--- src/rtl/seg_scan_ctrl.sv ---
// Eight-slot multiplexed scanner for four signed 4-bit values (magnitude + sign digit each).
// Optional SEG_SCAN_DP_EN lights the DP on the magnitude digit of the most recently written value.
module seg_scan_ctrl #(
  parameter int DIV = 1000
) (
  input  logic        clk,
  input  logic        rst_n,
  input  logic        blank,
  input  logic        wr_valid,
  output logic        wr_ready,
  input  logic [1:0]  wr_idx,
  input  logic [3:0]  wr_data,
  output logic [3:0]  conv_in,
  input  logic [15:0] conv_out,
  output logic [7:0]  seg_o,
  output logic [7:0]  an_o
);

  typedef enum logic [1:0] {IDLE, LOAD, HOLD} state_t;

  localparam logic [15:0] CNT_LAST = 16'(DIV - 2);

  state_t          state, state_nxt;
  logic [2:0]      slot, slot_nxt;
  logic [15:0]     cnt, cnt_nxt;
  logic [3:0][3:0] val;
  logic [7:0]      seg_nxt, an_nxt, half;
  logic            wr_fire, dp_lit;

  assign wr_fire = wr_valid & wr_ready;
  assign conv_in = val[slot[2:1]];
  assign half    = slot[0] ? conv_out[15:8] : conv_out[7:0];

`ifdef SEG_SCAN_DP_EN
  logic [1:0] last;

  always_ff @(posedge clk or negedge rst_n)
    if (!rst_n)       last <= 2'd0;
    else if (wr_fire) last <= wr_idx;

  assign dp_lit = ~slot[0] & (slot[2:1] == last);
`else
  assign dp_lit = 1'b0;
`endif

  always_ff @(posedge clk or negedge rst_n)
    if (!rst_n)       val <= '0;
    else if (wr_fire) val[wr_idx] <= wr_data;

  always_ff @(posedge clk or negedge rst_n)
    if (!rst_n) begin
      state <= IDLE;
      slot  <= 3'd0;
      cnt   <= 16'd0;
      seg_o <= 8'hFF;
      an_o  <= 8'hFF;
    end else begin
      state <= state_nxt;
      slot  <= slot_nxt;
      cnt   <= cnt_nxt;
      seg_o <= seg_nxt;
      an_o  <= an_nxt;
    end

  always_comb begin
    state_nxt = state;
    slot_nxt  = slot;
    cnt_nxt   = cnt;
    seg_nxt   = seg_o;
    an_nxt    = an_o;
    wr_ready  = 1'b1;
    case (state)
      IDLE: state_nxt = LOAD;
      LOAD: begin
        // converter output is sampled here only, so displays never glitch mid-slot
        wr_ready  = 1'b0;
        state_nxt = HOLD;
        seg_nxt   = (half | 8'h01) & ~{7'b0, dp_lit};
        an_nxt    = ~(8'h01 << slot);
        cnt_nxt   = 16'd0;
      end
      HOLD:
        if (cnt == CNT_LAST) begin
          state_nxt = LOAD;
          slot_nxt  = slot + 3'd1;
        end else begin
          cnt_nxt = cnt + 16'd1;
        end
      default: state_nxt = IDLE;
    endcase
    // blank overrides everything but keeps slot so the scan resumes where it stopped
    if (blank) begin
      state_nxt = IDLE;
      slot_nxt  = slot;
      cnt_nxt   = cnt;
      seg_nxt   = 8'hFF;
      an_nxt    = 8'hFF;
    end
  end

endmodule

--- config.mk ---
export PLATFORM = sky130hd
export DESIGN_NAME = seg_scan_ctrl
export DESIGN_NICKNAME = d
export VERILOG_FILES = /design/src/rtl/seg_scan_ctrl.sv
export SDC_FILE = /design/constraint.sdc
export NUM_CORES = 1
export LEC_CHECK = 0
export ABC_AREA = 1
export BUFFER_PORTS_ARGS = -buffer_cell sky130_fd_sc_hd__buf_2
export CORE_ASPECT_RATIO = 0.75
export CORE_MARGIN = 5
export CORE_UTILIZATION = 48
export CTS_CLUSTER_DIAMETER = 80
export CTS_CLUSTER_SIZE = 40
export DETAILED_ROUTE_END_ITERATION = 10
export GPL_TIMING_DRIVEN = 1
export PLACE_DENSITY = 0.76
export SLEW_MARGIN = 10
export SYNTH_ARGS = -nofsm -noshare
export SYNTH_HDL_FRONTEND = slang
export SYNTH_SLANG_ARGS = --single-unit
--- constraint.sdc ---
create_clock -name clk -period 1.42 [get_ports clk]
set_input_delay 0.213 -clock clk [delete_from_list [all_inputs] [get_ports clk]]
set_output_delay 0.213 -clock clk [all_outputs]
set_load 0.01 [all_outputs]
---- Yosys cells after proc, flatten, opt, wreduce, memory -nomap -nowiden ----
Cells that the tools add are included.
word-level totals
  register bits ........................... 53
  output and inout port bits .............. 21
operators by class
  add/sub/neg operators ................... 2
  magnitude comparators ................... 3
  equality and inequality tests ........... 5
  shifts and indexed selects .............. 1
  mux-type cells .......................... 16
  bitwise operators ....................... 3
  reductions and logical operators ........ 6
operator list
  cell                                                                                 count
  8-bit two-way mux                                                                    5
  16-bit case mux with 2 select lines                                                  1
  16-bit by 1-bit adder with 16-bit output, second input constant                      1
  16-bit bitwise mux                                                                   1
  16-bit by 10-bit equality test with 1-bit output, second input constant              1
  16-bit two-way mux                                                                   1
  4-bit binary-select mux with 2-bit select                                            1
  4-bit demux with 2-bit select                                                        1
  4-bit two-way mux                                                                    2
  8-bit NOT                                                                            1
  1-bit by 3-bit left shift with 8-bit output, first input constant                    1
  2-bit by 3-bit less-than comparator with 1-bit output, second input constant         2
  2-bit case mux with 3 select lines                                                   1
  3-bit AND reduction                                                                  2
  2-bit two-way mux                                                                    2
  2-bit nonzero test                                                                   2
  3-bit by 1-bit adder with 3-bit output, second input constant                        1
  3-bit != test, second input constant                                                 1
  2-bit by 1-bit equality test with 1-bit output, second input constant                1
  2-bit equality test, second input constant                                           1
  2-bit by 1-bit greater-or-equal comparator with 1-bit output, second input constant  1
  2-bit zero test                                                                      1
  2-bit != test, second input constant                                                 1
  1-bit AND                                                                            1
  3 further kinds                                                                      3

---- Logic depth before layout (Yosys ltp) ----
  depth in word-level cells ............... 5
  gate-level depth with buffers ........... 10
  depth with buffers taken out ............ 9

---- Least setup slack after synthesis ----
Ideal clock, no wire load.
  path type ............................... reg-to-reg
  start point ............................. register slot[0]
  end point ............................... register slot[1]
  library setup time ...................... 129 ps
  arrival ................................. 1,309 ps
  setup slack ............................. -18 ps
  cell stages (with the launch flop) ...... 6
  path buffers ............................ 1
  cell sequence ........................... dfrtp_1 > clkbuf_1 > clkinv_1 > ha_1 > nand2_1 > o21ai_0
on the way
  word-level cells in the longest chain between the ends .. 1
ends and longest elaborated chain
  element                                 line  text
  from (decl)                             24    logic [2:0] slot, slot_nxt;
  from (signal assigned)                  59    slot <= slot_nxt;
  3-bit by 1-bit adder with 3-bit output  85    slot_nxt = slot + 3'd1;
No other way between the ends.
A chain may end at the register's enable or synchronous reset.

---- Final worst setup path ----
  start point ............................. register cnt[1]
  end point ............................... register slot[1]
on the way
  word-level cells in the longest chain between the ends .. 2
ends and longest elaborated chain
  element                                           line  text
  from (decl)                                       25    logic [15:0] cnt, cnt_nxt;
  from (signal assigned)                            60    cnt <= cnt_nxt;
  16-bit by 10-bit equality test with 1-bit output  83    if (cnt == CNT_LAST) begin
  3-bit AND reduction (no source line)              --
No other way between the ends.

==> parameters.txt <==
Parameter                              Value

Worst hold path
  Number of instances on the worst hold path    3
  Class of the tightest hold or removal check    in -> reg
  Hold path startpoint    conv_out[14]
  Capture endpoint of the worst hold path    seg_o[6]$_DFFE_PN1P_

Floorplanning
  Die Outline Area    0.00738 mm^2
  I/O pin cnt    47
  Die width    97.5 um
  Row count    23
  Die outline height    75.7 um
  Total core area    0.00547 mm^2
  Effective utilization at floorplan    50.5%

Worst setup path
  Register-to-register setup slack    -0.22 ns
  Highest fanout seen on the critical path    5
  Startpoint of the worst register-to-register path    cnt[1]$_DFFE_PN0P_
  Start-to-end type of the worst setup path    reg -> reg
  Count of cells along the worst register-to-register path    9
  Required time at the worst-slack endpoint    1.66 ns
  Worst EP arrival    1.87 ns
  Worst flop-to-flop path endpoint    slot[1]$_DFFE_PN0P_
  Type of element launching the critical path    flop
  Category of the worst setup path capture point    flop

Cells and area
  Filler cells    386
  Layout cells sized above 1    41.2%
  Final Util    69.9%
  Ant diodes    0
  Layout area overhead    38.5%
  Final instance area    0.00382 mm^2
  Number of nets in the finished design    460

Global route
  Wire length of the first global-routing pass    12,600 um
  Via count of the first global-routing pass    2,611
  Maximum number of pins on one net before global-route repair    18
  Antenna violations before repair    0
  Overall global routing resource usage    21.5%
  Sum of overflow across all layers after global routing    0

Yosys
  Synthesized instance count    343
  Sequential share of the synthesized area    47.8%
  Synth Area per Inst    8.04 um^2
  Count of different cell masters after synthesis    30
  Synthesis-stage register bit count    52
  Netlist area before placement    0.00276 mm^2
  Syn nets    377
  Yosys Warn Count    0

Placed design
  Area after detailed placement    0.00317 mm^2
  Gp weighted congestion    0.903
  Detail Placement HPWL    4770 um
  Quantity of I/O buffers inserted on ports    43

Outcome
  Status    complete, but fails checks
  Failing checks    setup timing

Drt
  Final wirelength    8760 um
  Router iterations before antenna repair    5
  Drt via density    5.66
  Drt wl/cell    17.5 um
  Via count    2,841
  Detail Route Antenna Nets    0
  Number of violations reported at the end of detailed-routing iteration 0    292
  # DRC    0

STA
  Total negative setup slack    -3.66 ns
  Worst Slack Setup Final    -0.217 ns
  Post-route clock period utilization    115%
  Worst Skew    0.0164 ns
  Final setup violation count    25
  Unrepaired setup endpoints after global routing    true
  Highest clock rate    611 MHz
  Fin. Hold Viols    0
  Period minus WS final    1.64 ns
  Final number of max-transition violations    0

Clocking
  CTS clock-pin slew for the worst setup and hold paths    0.11 ns
  Clock buffer count from CTS    5
  CTS tree    built
  Clock Path Buffers    2
  H-tree level count    2
  Clock Sink Count    52
  Cell at the root of the clock tree    clkbuf_8
  Insertion delay to the later sink of the worst-skew pair    0.32 ns

Power and ir drop
  Cell area power density    943 mW/mm^2
  Maximum vdd ir drop    0.880 mV
  Overall power of the completed layout    3.60 mW
  LEAKAGE    1.76 nW

Job
  MaxCap Viol Count    0
-- layout by cell type (no fill, tap or decap), drive strengths merged, types with 6 or more instances in the layout --
cell type and n:
nand3 33, ha 8, clkbuf 6, dfstp 15, inv 31, o21ai 32, buf 86, nand2 92
a31oi 13, dfrtp 37, nor3 19, nor2 34
-- Yosys cell counts --
library cell	n	share of area, %
a21oi_1	2	0.36
a31oi_1	13	2.9
buf_1	1	0.14
buf_2	3	0.54
buf_4	1	0.27
buf_6	3	1.2
clkbuf_1	4	0.54
clkinv_1	4	0.54
conb_1	1	0.14
dfrtp_1	37	34
dfstp_2	15	14
ha_1	8	3.6
inv_1	26	3.5
inv_2	2	0.27
nand2_1	85	12
nand2_2	4	0.91
nand2_4	2	0.82
nand3_1	33	6.0
nand4_1	4	0.91
nor2_1	29	3.9
nor2_2	2	0.45
nor2_4	3	1.2
nor3_1	18	3.3
nor3_2	1	0.36
nor3b_1	1	0.27
o21ai_0	29	5.3
o21ai_1	3	0.54
o22ai_1	4	0.91
xnor2_1	2	0.64
xor2_1	3	0.95
-- what timing repair did --
action / CTS / global route
pin swaps: 8 / 12
endpoints found under the hold margin: 9 / 0
cloned: 3 / 0
endpoints found under the setup margin: 20 / 41
setup buffers: 18 / 7
hold buffers: 1 / 0
gates resized for setup: 41 / 51
-- through the flow --
| step | hold WS (ns) | std cells | worst slack [ns] |
|---|---|---|---|
| floorplan | -0.0826 | 343 | 0.0573 |
| global placement | 0.119 | 468 | 0.0106 |
| detailed placement | 0.126 | 468 | -0.0361 |
| CTS | 0.110 | 498 | -0.140 |
| global route | 0.111 | 502 | -0.298 |
| finish | 0.115 | 502 | -0.217 |
-- layer usage --
metal	track usage (%)	part of all wire [%]	vias to the layer above
met5	0	0	-
met4	8.45	3.1	0
met3	5.31	9.0	29
met2	34.8	45	169
met1	28.5	43	1346
li1	-	-	1297
-- how the worst max path moves through the flow --
stage / startpoint / end / slack (ns) / cells past startpoint
6_report: cnt[1]$_DFFE_PN0P_ / slot[1]$_DFFE_PN0P_ / -0.22 / 9
5_1_grt: cnt[0]$_DFFE_PN0P_ / slot[2]$_DFFE_PN0P_ / -0.30 / 10
4_1_cts: slot[1]$_DFFE_PN0P_ / conv_in[2] / -0.14 / 4
3_5_place_dp: cnt[0]$_DFFE_PN0P_ / cnt[10]$_DFFE_PN0P_ / -0.04 / 9
3_3_place_gp: cnt[0]$_DFFE_PN0P_ / cnt[9]$_DFFE_PN0P_ / 0.01 / 9
2_1_floorplan: cnt[0]$_DFFE_PN0P_ / cnt[12]$_DFFE_PN0P_ / 0.06 / 10
-- registers in the layout (all words and copies together) (netlist names) --
| register | count |
|---|---|
| seg_o | 7 |
| state | 2 |
| cnt | 16 |
| val | 16 |
| an_o | 8 |
| slot | 3 |
-- power by group --
group	switching [mW]	internal, mW	total, mW
Combinational	0.465	0.377	0.842
Sequential	0.105	1.65	1.75
Clock	0.546	0.463	1.01
Total	1.12	2.48	3.60
-- cell type report --
class	count	area, um^2	share of cell area, %
multi-input cells	248	1520	39.7
flip-flops and latches	52	1330	34.7
repair buffers	87	642	16.8
inverters	32	134	3.50
clock buffers	6	93.8	2.46
well taps	75	93.8	2.46
clock inverters	2	15.0	0.393
-- worst max-delay path, stage by stage (launching register included) --
cell     delay, ns
dfrtp_1       0.43
ha_4          0.17
nand3_4       0.06
nor3_4        0.20
nand2_2       0.10
buf_4         0.14
buf_4         0.13
nor2_4        0.15
nand2_1       0.08
o21ai_1       0.10
-- cell families after synthesis --
group	after synthesis	share of synthesized area, %
XOR/XNOR	5	1.59
AND/OR/NAND/NOR	182	29.7
other	1	0.136
AO/OA/AOI/OAI	51	10.0
adder cells (fa/ha/maj)	8	3.63
buffers and inverters	44	7.07
flip-flops	52	47.8
No activity file was read; power rests on OpenSTA's default activity.
